### src/rtl/uart_tx.sv
// uart_tx: byte-wide UART transmitter with a small input FIFO.
// Frame: start(0), 8 data bits LSB first, optional parity, stop(1).
// Ports:
//   clk, reset     - system clock, asynchronous active-high reset
//   data_in        - byte to transmit
//   valid_in       - data_in valid; accepted when ready_out is high
//   ready_out      - FIFO not full (decoded from registered count)
//   tx             - registered serial line, idles high
//   busy           - transmitter FSM is not idle
//   fifo_count     - occupied FIFO entries
module uart_tx #(
  parameter int CLKS_PER_BIT = 16,
  parameter int FIFO_DEPTH   = 4,
  parameter int PARITY_EN    = 0,
  parameter int PARITY_ODD   = 0
) (
  input  logic                          clk,
  input  logic                          reset,
  input  logic [7:0]                    data_in,
  input  logic                          valid_in,
  output logic                          ready_out,
  output logic                          tx,
  output logic                          busy,
  output logic [$clog2(FIFO_DEPTH):0]   fifo_count
);

  localparam int TW = $clog2(CLKS_PER_BIT);
  localparam int PW = $clog2(FIFO_DEPTH);
  localparam int CW = PW + 1;
  localparam logic [TW-1:0] T_LAST = TW'(CLKS_PER_BIT - 1);
  localparam logic [CW-1:0] C_FULL = CW'(FIFO_DEPTH);
  localparam logic          ODD    = (PARITY_ODD != 0);

  typedef enum logic [2:0] {IDLE, START, DATA, PARITY, STOP} state_t;

  logic [7:0]    mem [FIFO_DEPTH];
  logic [PW-1:0] wptr, rptr;
  logic [CW-1:0] count;
  state_t        state;
  logic [TW-1:0] timer;
  logic [2:0]    bit_idx;
  logic [7:0]    shreg;
  logic          par_bit;
  logic          push, pop, empty, bit_end;
  logic [7:0]    head;

  assign fifo_count = count;
  assign ready_out  = (count != C_FULL);
  assign empty      = (count == '0);
  assign push       = valid_in && ready_out;
  assign bit_end    = (timer == T_LAST);
  assign head       = mem[rptr];
  assign busy       = (state != IDLE);
  // Pop from IDLE, or at the stop-bit boundary so the next start bit
  // follows with no idle gap.
  assign pop        = !empty && ((state == IDLE) || (state == STOP && bit_end));

  always_ff @(posedge clk) begin
    if (push) mem[wptr] <= data_in;
  end

  always_ff @(posedge clk or posedge reset) begin
    if (reset) begin
      wptr  <= '0;
      rptr  <= '0;
      count <= '0;
    end else begin
      if (push) wptr <= wptr + 1'b1;
      if (pop)  rptr <= rptr + 1'b1;
      case ({push, pop})
        2'b10:   count <= count + 1'b1;
        2'b01:   count <= count - 1'b1;
        default: count <= count;
      endcase
    end
  end

  // tx is registered: each transition loads the level of the bit being entered.
  always_ff @(posedge clk or posedge reset) begin
    if (reset) begin
      state   <= IDLE;
      tx      <= 1'b1;
      timer   <= '0;
      bit_idx <= '0;
      shreg   <= '0;
      par_bit <= 1'b0;
    end else begin
      case (state)
        IDLE: begin
          timer <= '0;
          tx    <= 1'b1;
          if (pop) begin
            shreg   <= head;
            par_bit <= (^head) ^ ODD;
            tx      <= 1'b0;
            state   <= START;
          end
        end
        START: begin
          if (bit_end) begin
            timer   <= '0;
            bit_idx <= '0;
            tx      <= shreg[0];
            state   <= DATA;
          end else timer <= timer + 1'b1;
        end
        DATA: begin
          if (bit_end) begin
            timer <= '0;
            shreg <= shreg >> 1;
            if (bit_idx == 3'd7) begin
              if (PARITY_EN != 0) begin
                tx    <= par_bit;
                state <= PARITY;
              end else begin
                tx    <= 1'b1;
                state <= STOP;
              end
            end else begin
              bit_idx <= bit_idx + 1'b1;
              tx      <= shreg[1];
            end
          end else timer <= timer + 1'b1;
        end
        PARITY: begin
          if (bit_end) begin
            timer <= '0;
            tx    <= 1'b1;
            state <= STOP;
          end else timer <= timer + 1'b1;
        end
        STOP: begin
          if (bit_end) begin
            timer <= '0;
            if (pop) begin
              shreg   <= head;
              par_bit <= (^head) ^ ODD;
              tx      <= 1'b0;
              state   <= START;
            end else begin
              tx    <= 1'b1;
              state <= IDLE;
            end
          end else timer <= timer + 1'b1;
        end
        default: begin
          tx    <= 1'b1;
          timer <= '0;
          state <= IDLE;
        end
      endcase
    end
  end

endmodule

### config.mk
export PLATFORM = sky130hd
export DESIGN_NAME = uart_tx
export DESIGN_NICKNAME = d
export VERILOG_FILES = /design/src/rtl/uart_tx.sv
export SDC_FILE = /design/constraint.sdc
export NUM_CORES = 1
export LEC_CHECK = 0
export ABC_AREA = 1
export BUFFER_PORTS_ARGS = -buffer_cell sky130_fd_sc_hd__clkbuf_2
export CAP_MARGIN = 20
export CELL_PAD_IN_SITES_DETAIL_PLACEMENT = 0
export CELL_PAD_IN_SITES_GLOBAL_PLACEMENT = 1
export CORE_ASPECT_RATIO = 1.4
export CORE_MARGIN = 2
export CORE_UTILIZATION = 42
export CTS_BUF_LIST = sky130_fd_sc_hd__clkbuf_16
export DETAILED_ROUTE_END_ITERATION = 6
export PLACE_DENSITY = 0.82
export SETUP_SLACK_MARGIN = 0.05
export SYNTH_ARGS = -nofsm -noshare
export SYNTH_HDL_FRONTEND = slang
export SYNTH_SLANG_ARGS = --single-unit
### constraint.sdc
create_clock -name clk -period 1.9 [get_ports clk]
set_input_delay 0 -clock clk [delete_from_list [all_inputs] [get_ports clk]]
set_output_delay 0 -clock clk [all_outputs]
set_load 0.05 [all_outputs]
==> results of run 1 <==
[synth_stat cells (3+ instances only)]
cell	n	share of area
o21ai_2	3	0.0098
nand2_1	81	0.11
buf_2	3	0.0056
nor2_2	4	0.0093
a21oi_1	5	0.0093
inv_1	18	0.025
xor2_1	4	0.013
nand3_2	4	0.015
nor2_1	12	0.017
dfrtp_1	25	0.23
ha_1	8	0.037
nand2_2	5	0.012
nand2_4	3	0.013
edfxtp_1	32	0.36
inv_2	4	0.0056
nand3_1	36	0.067
[flip-flops by register name, indices dropped and copies added (netlist names), 2 cells and up]
register,cells
bit_idx,3
timer,4
rptr,2
shreg,8
wptr,2
mem,32
state,3
fifo_count,3
[per-stage QoR]
step	hold WS, ps	area [um^2]	setup TNS (ps)
3_5_place_dp	66.2	2960	0
5_1_grt	25.3	3360	-66.0
3_3_place_gp	54.4	2960	0
6_report	13.3	3360	0
2_1_floorplan	39.1	2720	-66.9
4_1_cts	10.9	3350	0
[metal layers]
metal,share of wire,vias up,global-route usage
met3,0.027,10,0.0307
met5,0,-,0
met4,0.028,0,0.0914
li1,-,962,-
met2,0.54,30,0.271
met1,0.41,886,0.175
[worst max-delay path: stages, from the launching register on]
cell and delay [ps]:
dfrtp_1 350, ha_2 190, nand3_2 90, nand2_2 80
nand3_2 80, inv_2 80, ha_4 130, inv_4 40
fa_2 340, a21oi_2 110, o21ai_1 80, xor2_1 140
[what timing repair did]
| action | CTS | global route |
|---|---|---|
| hold endpoints to repair | 57 | 0 |
| pin swaps | 1 | 0 |
| gates resized for setup | 3 | 2 |
| hold buffers | 9 | 0 |
| setup endpoints to repair | 1 | 1 |
| setup buffers | 2 | 1 |
[cell families (layout without fill, tap and decap cells)]
logic type,count (synthesis),in the layout,synth area share
AND/OR/NAND/NOR,148,148,0.253
flip-flops,58,58,0.602
buffers and inverters,27,79,0.0420
AO/OA/AOI/OAI,15,15,0.0383
adder cells (fa/ha/maj),9,9,0.0448
XOR/XNOR,6,6,0.0196
[final cells by class]
cell class,instances,area [um^2],area share
Inverter,22,87.6,0.0261
Clock inverter,7,53.8,0.0160
Clock buffer,9,225,0.0670
Sequential cell,58,1620,0.481
Tap cell,72,90.1,0.0268
Timing Repair Buffer,41,290,0.0864
Multi-Input combinational cell,178,997,0.297
[power by group through the flow]
stage | Sequential, mW | Clock (mW) | Combinational, mW
global route | 1.65 | 1.59 | 0.759
detailed placement | 1.65 | 0 | 0.665
floorplan | 1.75 | 0 | 0.367
finish | 1.63 | 1.50 | 0.685
CTS | 1.63 | 1.52 | 0.688
global placement | 1.65 | 0 | 0.656
[worst min path at each step]
stage                   from          to  slack [ps]  cells past startpoint
detailed placement     reset     wptr[1]          70                      3
global placement       reset    timer[3]          50                      3
CTS                 valid_in     wptr[1]          10                      3
global route        valid_in     wptr[0]          30                      3
floorplan              reset  bit_idx[0]          40                      1
finish              valid_in     wptr[1]          10                      3
==> out/metrics.cfg, run 1 <==
[detailed_routing]
drtAntennaViolNets=0
vias=1888
drt_iter0_drc=52
via_per_inst=4.88
wire_per_inst_um=12.6
drc=0
dr.pass1.iters=4
drt_wl_total_mm=4.86

[setup_path]
cp.arrival_ps=2040
r2r_cells=11
reg2reg_slack_ps=60
r2r_end=fifo_count[2]
crit_type=flip-flop to flip-flop
required_ps=2100
worstSetupStartpointType=flip-flop
endpoint=fifo_count[2]
rr_startpoint=timer[1]
cp_max_fo=3
crit_start=timer[1]
crit_path_end_kind=flip-flop

[clock_tree]
root_buffer=clkbuf_16
numCtsBuffers=9
cts.clk_slew.worst_paths_ps=50
clock_sinks=58
clockBufferDepth=2
insertion_delay_ps=320
cts_tree=yes
htreeDepth=3

[timing]
tightestPinTransition_ps=341
rsz0062_at_grt=true
relSlewSlack=0.772
setup_slack_ps=58.3
setup-violations-final=0
finClkSkew_ps=8.05
max_freq_ghz=0.543
post-route-min-period_ps=1840
slew_viol_final=0
finalHoldViolCount=0
fin_crit_sh=0.969

[power]
p_sw_mw=1.06
cellLeakagePower_nw=1.53
seqPwrFrac=0.428
combPwrFrac=0.180
p_int_mw=2.75
power.density_nw_per_um2=1130
clockPowerShare=0.393
swShare=0.278
power_mw=3.81
irDropWorstVdd_uv=859

[cells_and_area]
syn2layout_area_growth_pct=25.5
final_common_cell=nand2_1
final_cell_mix=79 x nand2_1, 35 x nand3_1, 32 x edfxtp_1, 22 x dfrtp_1
fin_nets=330
nFillCells=555
drive_gt1_frac=0.260
final_util=0.541
antenna_cells=0
fin_cells=387

[synth]
synth-seq-cells=58
synth_cell_type_count=28
synth_nets=283
synthFlopType=edfxtp_1
postSynthCellCount=263
avgSynthCellArea_um2=10.2
synth.cell_area_um2=2680
yosysSeqAreaShare=0.602
synth-edff-count=32
yosysWarnings=0
ys_async_sr_fraction=0.448

[die]
dieArea_um2=7040
die_w_um=71.5
io_pins=17
die_h_um=98.5
core_um2=6210
initial_core_util=0.431
rows=34

[global_route]
overflow=0
antenna_found_initial=0
grt_pass1_wl_mm=8.38
first_global_vias=1855
grt_usage=0.156
grt_max_degree=27

[placed_design]
place.gp.congestion=0.753
io_buffers=16
dp_slack_ps=8.95
place_hpwl_mm=3.26
placedCellCount=359

[hold_path]
min_path_type=input pin to flip-flop

[flow_run]
maxCapViolCount=0

[outcome]
outcome=finished, final reports clean

(Power assumes the default switching activity.)
==> run 2, diff against run 1 <==
--- a/config.mk
+++ b/config.mk
@@ -8,7 +8,7 @@
 export ABC_AREA = 1
 export BUFFER_PORTS_ARGS = -buffer_cell sky130_fd_sc_hd__clkbuf_2
 export CAP_MARGIN = 20
-export CELL_PAD_IN_SITES_DETAIL_PLACEMENT = 0
+export CELL_PAD_IN_SITES_DETAIL_PLACEMENT = 1
 export CELL_PAD_IN_SITES_GLOBAL_PLACEMENT = 1
 export CORE_ASPECT_RATIO = 1.4
 export CORE_MARGIN = 2
==> run 2 against run 1 <==
Against the previous run:
- the run now ends with setup timing left
- worst setup slack worse by 68 ps
- flip-flop and latch count unchanged
- clock-buffer cell count unchanged
- combinational power up 3%
- wire length up 18%
- final area up 1.4%
- clock skew down 3.7 ps
- non-clock buffer count down 1
- global-route usage up 3.1 points
- sequential share of layout area down 0.67 points
- register-to-register slack worse by 70 ps
- die area unchanged
- critical path type unchanged
==> out/metrics.cfg, run 2 (synthesized netlist as in run 1, its figures left out) <==
[timing]
rsz0062_at_grt=true
setup-violations-final=1
tightestPinTransition_ps=351
setup_slack_ps=-9.61
fin_crit_sh=1.01
post-route-min-period_ps=1910
slew_viol_final=0
worst_hold_slack_ps=266
relSlewSlack=0.766
finalHoldViolCount=0
finClkSkew_ps=4.32
max_freq_ghz=0.524

[detailed_routing]
wl_met3_um=125
drtAntennaViolNets=0
via_per_inst=5.11
wl_met2_mm=3.19
top_layer=met4
drt_wl_total_mm=5.74
met1_length_mm=2.23
drc=0
dr.pass1.iters=4
drt_iter0_drc=66
wire_per_inst_um=14.9
vias=1972

[cells_and_area]
biggestRegsByFlops=mem x32, shreg x8, timer x4
drive_gt1_frac=0.261
largest_reg_flops=32
final_common_cell=nand2_1
syn2layout_area_growth_pct=27.2
final_area_um2=3410
fin_cells=386
fin_nets=329
antenna_cells=0
nFillCells=676
regMostFlops=mem
final_cell_mix=79 x nand2_1, 35 x nand3_1, 32 x edfxtp_1, 22 x dfrtp_1, 16 x clkbuf_2

[setup_path]
r2r_cells=11
reg2reg_slack_ps=-10
rr_startpoint=timer[0]
cp_max_fo=3
crit_type=flip-flop to flip-flop
cp_cell_sequence=ha_2, nand3_2, nand2_2, nand3_2, inv_2, ha_4, inv_2, fa_2, a21oi_2, o21ai_1, xor2_1
crit_slowest_cell=dfrtp_1
slowest_delay_ps=350
critical_path_buf_inv_count=2
crit_path_end_kind=flip-flop
r2r_end=fifo_count[2]
worstSetupStartpointType=flip-flop
critPathTopFamily=adder cells
required_ps=2100
cp.arrival_ps=2110

[power]
irDropWorstVdd_uv=771
power.density_nw_per_um2=1220
cellLeakagePower_nw=1.54
clockPowerShare=0.435
p_sw_mw=1.12
power_mw=4.15
seqPwrFrac=0.395
combPwrFrac=0.170
swShare=0.270
p_int_mw=3.03

[clock_tree]
cts_tree=yes
clock_sinks=58
htreeDepth=3
cts.clk_slew.worst_paths_ps=50
root_buffer=clkbuf_16
insertion_delay_ps=320
numCtsBuffers=9
clockBufferDepth=2

[global_route]
grt_usage=0.187
overflow=0
antenna_found_initial=0
grt_max_degree=27
grt_pass1_wl_mm=9.98
first_global_vias=2157

[die]
rows=34
initial_core_util=0.431
core_um2=6210
die_w_um=71.5
dieArea_um2=7040
die_h_um=98.5
io_pins=17

[flow_run]
maxCapViolCount=0

[placed_design]
place_area_um2=2960
place_hpwl_mm=3.78
io_buffers=16
place.gp.congestion=0.753
placedCellCount=359

[hold_path]
min_path_type=input pin to asynchronous set/reset pin

[outcome]
outcome=complete, but fails checks
failed_checks=setup timing

[run 2: cell types whose count changed in the layout (fill, tap and decap cells not counted), sizes merged]
cell / before / now
buf: 16 / 14
bufinv: 1 / 3
clkinv: 4 / 2
clkinvlp: 0 / 1
dlygate4sd3: 9 / 10
inv: 24 / 23
[run 2: per-layer routing]
layer / GRT usage / vias to the layer above
met3: 0.0419 / 14
li1: - / 961
met4: 0.104 / 0
met1: 0.206 / 970
met5: 0 / -
met2: 0.326 / 27
[run 2: final cells by class]
type,count,area [um^2],area share
Timing Repair Buffer,40,285,0.0837
Multi-Input combinational cell,178,997,0.293
Clock inverter,7,109,0.0319
Clock buffer,9,225,0.0661
Inverter,22,85.1,0.0250
Sequential cell,58,1620,0.474
Tap cell,72,90.1,0.0264
[run 2: how the worst max path moves through the flow]
| stage | slack [ps] | end | startpoint | depth (start not counted) |
|---|---|---|---|---|
| finish | -10 | fifo_count[2] | timer[0] | 11 |
| global route | -120 | fifo_count[2] | timer[0] | 11 |
| floorplan | -70 | fifo_count[2] | fifo_count[1] | 9 |
| CTS | -20 | fifo_count[2] | timer[1] | 11 |
| detailed placement | -60 | fifo_count[2] | timer[1] | 11 |
| global placement | 40 | fifo_count[2] | timer[0] | 11 |
[run 2: repair_timing]
item,in CTS,in global routing
setup endpoints to repair,1,1
resized for setup,4,0
hold buffers,10,0
pin swaps,1,1
hold endpoints to repair,58,0
setup buffers,1,0
[run 2: worst register-to-register path, stage by stage, from the launching register on]
cell and delay, ps:
dfrtp_1 350, ha_2 190, nand3_2 90, nand2_2 80
nand3_2 80, inv_2 100, ha_4 130, inv_2 50
fa_2 350, a21oi_2 130, o21ai_1 80, xor2_1 150
[run 2: power groups by stage]
stage	Combinational (mW)	Clock, mW	Sequential [mW]
floorplan	0.367	0	1.75
global placement	0.656	0	1.65
detailed placement	0.680	0	1.66
CTS	0.713	1.84	1.64
global route	0.782	1.89	1.65
finish	0.704	1.81	1.64
[run 2: per-stage QoR]
| stage | setup WS [ps] | util | TNS [ps] |
|---|---|---|---|
| global placement | 43.2 | 0.476 | 0 |
| floorplan | -66.9 | - | -66.9 |
| global route | -123 | 0.549 | -123 |
| finish | -9.61 | 0.549 | -9.61 |
| CTS | -19.2 | 0.549 | -19.2 |
| detailed placement | -63.3 | 0.476 | -63.3 |
==> run 3, diff against run 2 <==
--- a/config.mk
+++ b/config.mk
@@ -5,16 +5,16 @@
 export SDC_FILE = /design/constraint.sdc
 export NUM_CORES = 1
 export LEC_CHECK = 0
-export ABC_AREA = 1
 export BUFFER_PORTS_ARGS = -buffer_cell sky130_fd_sc_hd__clkbuf_2
 export CAP_MARGIN = 20
 export CELL_PAD_IN_SITES_DETAIL_PLACEMENT = 1
 export CELL_PAD_IN_SITES_GLOBAL_PLACEMENT = 1
 export CORE_ASPECT_RATIO = 1.4
 export CORE_MARGIN = 2
-export CORE_UTILIZATION = 42
+export CORE_UTILIZATION = 45
 export CTS_BUF_LIST = sky130_fd_sc_hd__clkbuf_16
 export DETAILED_ROUTE_END_ITERATION = 6
+export GPL_TIMING_DRIVEN = 0
 export PLACE_DENSITY = 0.82
 export SETUP_SLACK_MARGIN = 0.05
 export SYNTH_ARGS = -nofsm -noshare
==> run 3 against run 2 <==
Against the previous run:
- the flow still finishes with violations (setup timing)
- maximum frequency shrank 13%
- clock-buffer cell count is the same
- area after synthesis shrank 4.5%
- final cell count shrank 26%
- wire length shrank 3.5%
- die area shrank 10%
- register-to-register slack lost 280 ps
- clock power shrank 13%
- first-iteration DRC count shrank 33%
- total power shrank 5.2%
- critical path type unchanged
- highest routed layer unchanged
==> out/metrics.cfg, run 3 <==
[outcome]
outcome=complete, but fails checks
failed_checks=setup timing

[placed_design]
place_hpwl_mm=3.52
dp_slack_ps=-485
place.gp.congestion=0.812
io_buffers=16

[die]
initial_core_util=0.466
rows=32
die_w_um=67.7
dieArea_um2=6310
core_um2=5490
die_h_um=93.2
io_pins=17

[synth]
synth_nets=186
synth.cell_area_um2=2560
post-synth-top-count-cell=edfxtp_1
yosysSeqAreaShare=0.631
synth_cell_type_count=33
synthTopCellsByCount=32 x edfxtp_1, 25 x dfrtp_1, 16 x mux2_2
postSynthCellCount=166
yosysTopAreaCell=edfxtp_1
ys_async_sr_fraction=0.448
synth-edff-count=32
synthFlopType=edfxtp_1
yosys-top-cells-area=edfxtp_1 38%, dfrtp_1 24%, mux2_2 7.0%
avgSynthCellArea_um2=15.4
synth_top_area_share=0.376
synth-seq-cells=58
yosysWarnings=0

[cells_and_area]
fin_nets=233
biggestRegsByFlops=mem x32, shreg x8, timer x4
nFillCells=505
syn2layout_area_growth_pct=29.7
final_cell_mix=32 x edfxtp_1, 22 x dfrtp_1, 16 x mux2_2, 16 x clkbuf_2, 11 x buf_4
drive_gt1_frac=0.440
regMostFlops=mem
final_util=0.605
final_common_cell=edfxtp_1
antenna_cells=0
largest_reg_flops=32

[power]
power.density_nw_per_um2=1190
cellLeakagePower_nw=1.36
power_mw=3.93
irDropWorstVdd_uv=798

[timing]
slew_viol_final=0
max_freq_ghz=0.457
setup_slack_ps=-286
relSlewSlack=0.656
fin_crit_sh=1.15
finalHoldViolCount=0
rsz0062_at_grt=true
post-route-min-period_ps=2190
finClkSkew_ps=6.87
setup-violations-final=2
tightestPinTransition_ps=517

[detailed_routing]
drt_iter0_drc=44
drt_wl_total_mm=5.54
wire_per_inst_um=19.4
drtAntennaViolNets=0
via_per_inst=5.33
drc=0
vias=1523
dr.pass1.iters=4

[global_route]
first_global_vias=1758
grt_max_degree=27
overflow=0
grt_pass1_wl_mm=8.78
grt_usage=0.203
antenna_found_initial=0

[setup_path]
worstSetupStartpointType=flip-flop
required_ps=2140
crit_path_end_kind=flip-flop
crit_type=flip-flop to flip-flop
cp.arrival_ps=2430
cp_max_fo=2

[clock_tree]
clock_sinks=58
cts.clk_slew.worst_paths_ps=50
clockBufferDepth=2
htreeDepth=3
numCtsBuffers=9
root_buffer=clkbuf_16
insertion_delay_ps=330
cts_tree=yes

[hold_path]
min_path_type=input pin to flip-flop

[flow_run]
maxCapViolCount=0

==> run 3: cell types whose count changed after synthesis, sizes merged, moves of 5 or more <==
cell and change:
nand3 -35, nand2 -81, and3 +5, inv -15, mux2 +16, nor2 -10
mux4 +8
==> run 3: cell families after synthesis <==
logic type      Yosys count  synth area share
mux                      25             0.146
compound gates           15            0.0426
simple gates             37            0.0768
xor+xnor                  9            0.0308
fa+ha+maj                 9            0.0470
flops                    58             0.631
buf+inv                  13            0.0259
==> run 3: worst paths after layout <==
kind,startpoint,endpoint,slack (ps),cells past startpoint
worst max-delay path,timer[0],fifo_count[2],-290,9
worst min-delay path,valid_in,wptr[0],90,3
min in group asynchronous,reset,state[2],100,3
max in group asynchronous,reset,tx,1350,4
worst min register to register,shreg[2],shreg[2],500,1
worst max register to register,timer[0],fifo_count[2],-290,9
==> run 3: worst max-delay path, cell delays in order, from the launching register on <==
cell and delay [ps]:
dfrtp_1 400, ha_4 170, nand3_4 90, a2111oi_4 370, ha_4 200, inv_2 40, fa_2 320, xor2_1 180
nor2_1 150, xor2_1 190
==> run 3: metal layers <==
layer	vias up	wire length (um)	track usage
met4	0	139	0.0918
li1	708	-	-
met1	775	1990	0.205
met3	14	184	0.0698
met5	-	0	0
met2	26	3220	0.364
==> run 3: cell type report <==
class	instances	area (um^2)	share of cell area
plain buffers	5	36.3	0.0109
clock buffers	9	225	0.0679
clock inverters	7	68.8	0.0207
inverters	7	26.3	0.00792
multi-input cells	95	978	0.295
flip-flops and latches	58	1620	0.487
well taps	68	85.1	0.0257
repair buffers	37	280	0.0845
==> run 3: metrics by stage <==
stage | instance area (um^2) | TNS (ps) | hold WS (ps) | instances
5_1_grt | 3320 | -550 | 92.2 | 286
6_report | 3320 | -339 | 87.9 | 286
3_3_place_gp | 2790 | -528 | 212 | 250
2_1_floorplan | 2630 | -348 | 39.1 | 166
4_1_cts | 3220 | -476 | 68.5 | 280
3_5_place_dp | 2790 | -715 | 221 | 250
==> run 3: timing repair <==
item	4_1_cts	5_1_grt
hold endpoints to repair	57	0
pin swaps	8	4
setup buffers	6	5
hold buffers	9	0
gates cloned	0	0
endpoints found under the setup margin	8	14
gates resized for setup	2	10
==> run 3: report_power, final <==
part	switching (mW)	internal (mW)	total (mW)
clock	0.573	1.01	1.58
combinational	0.448	0.234	0.682
sequential	0.116	1.55	1.67
total	1.14	2.79	3.93
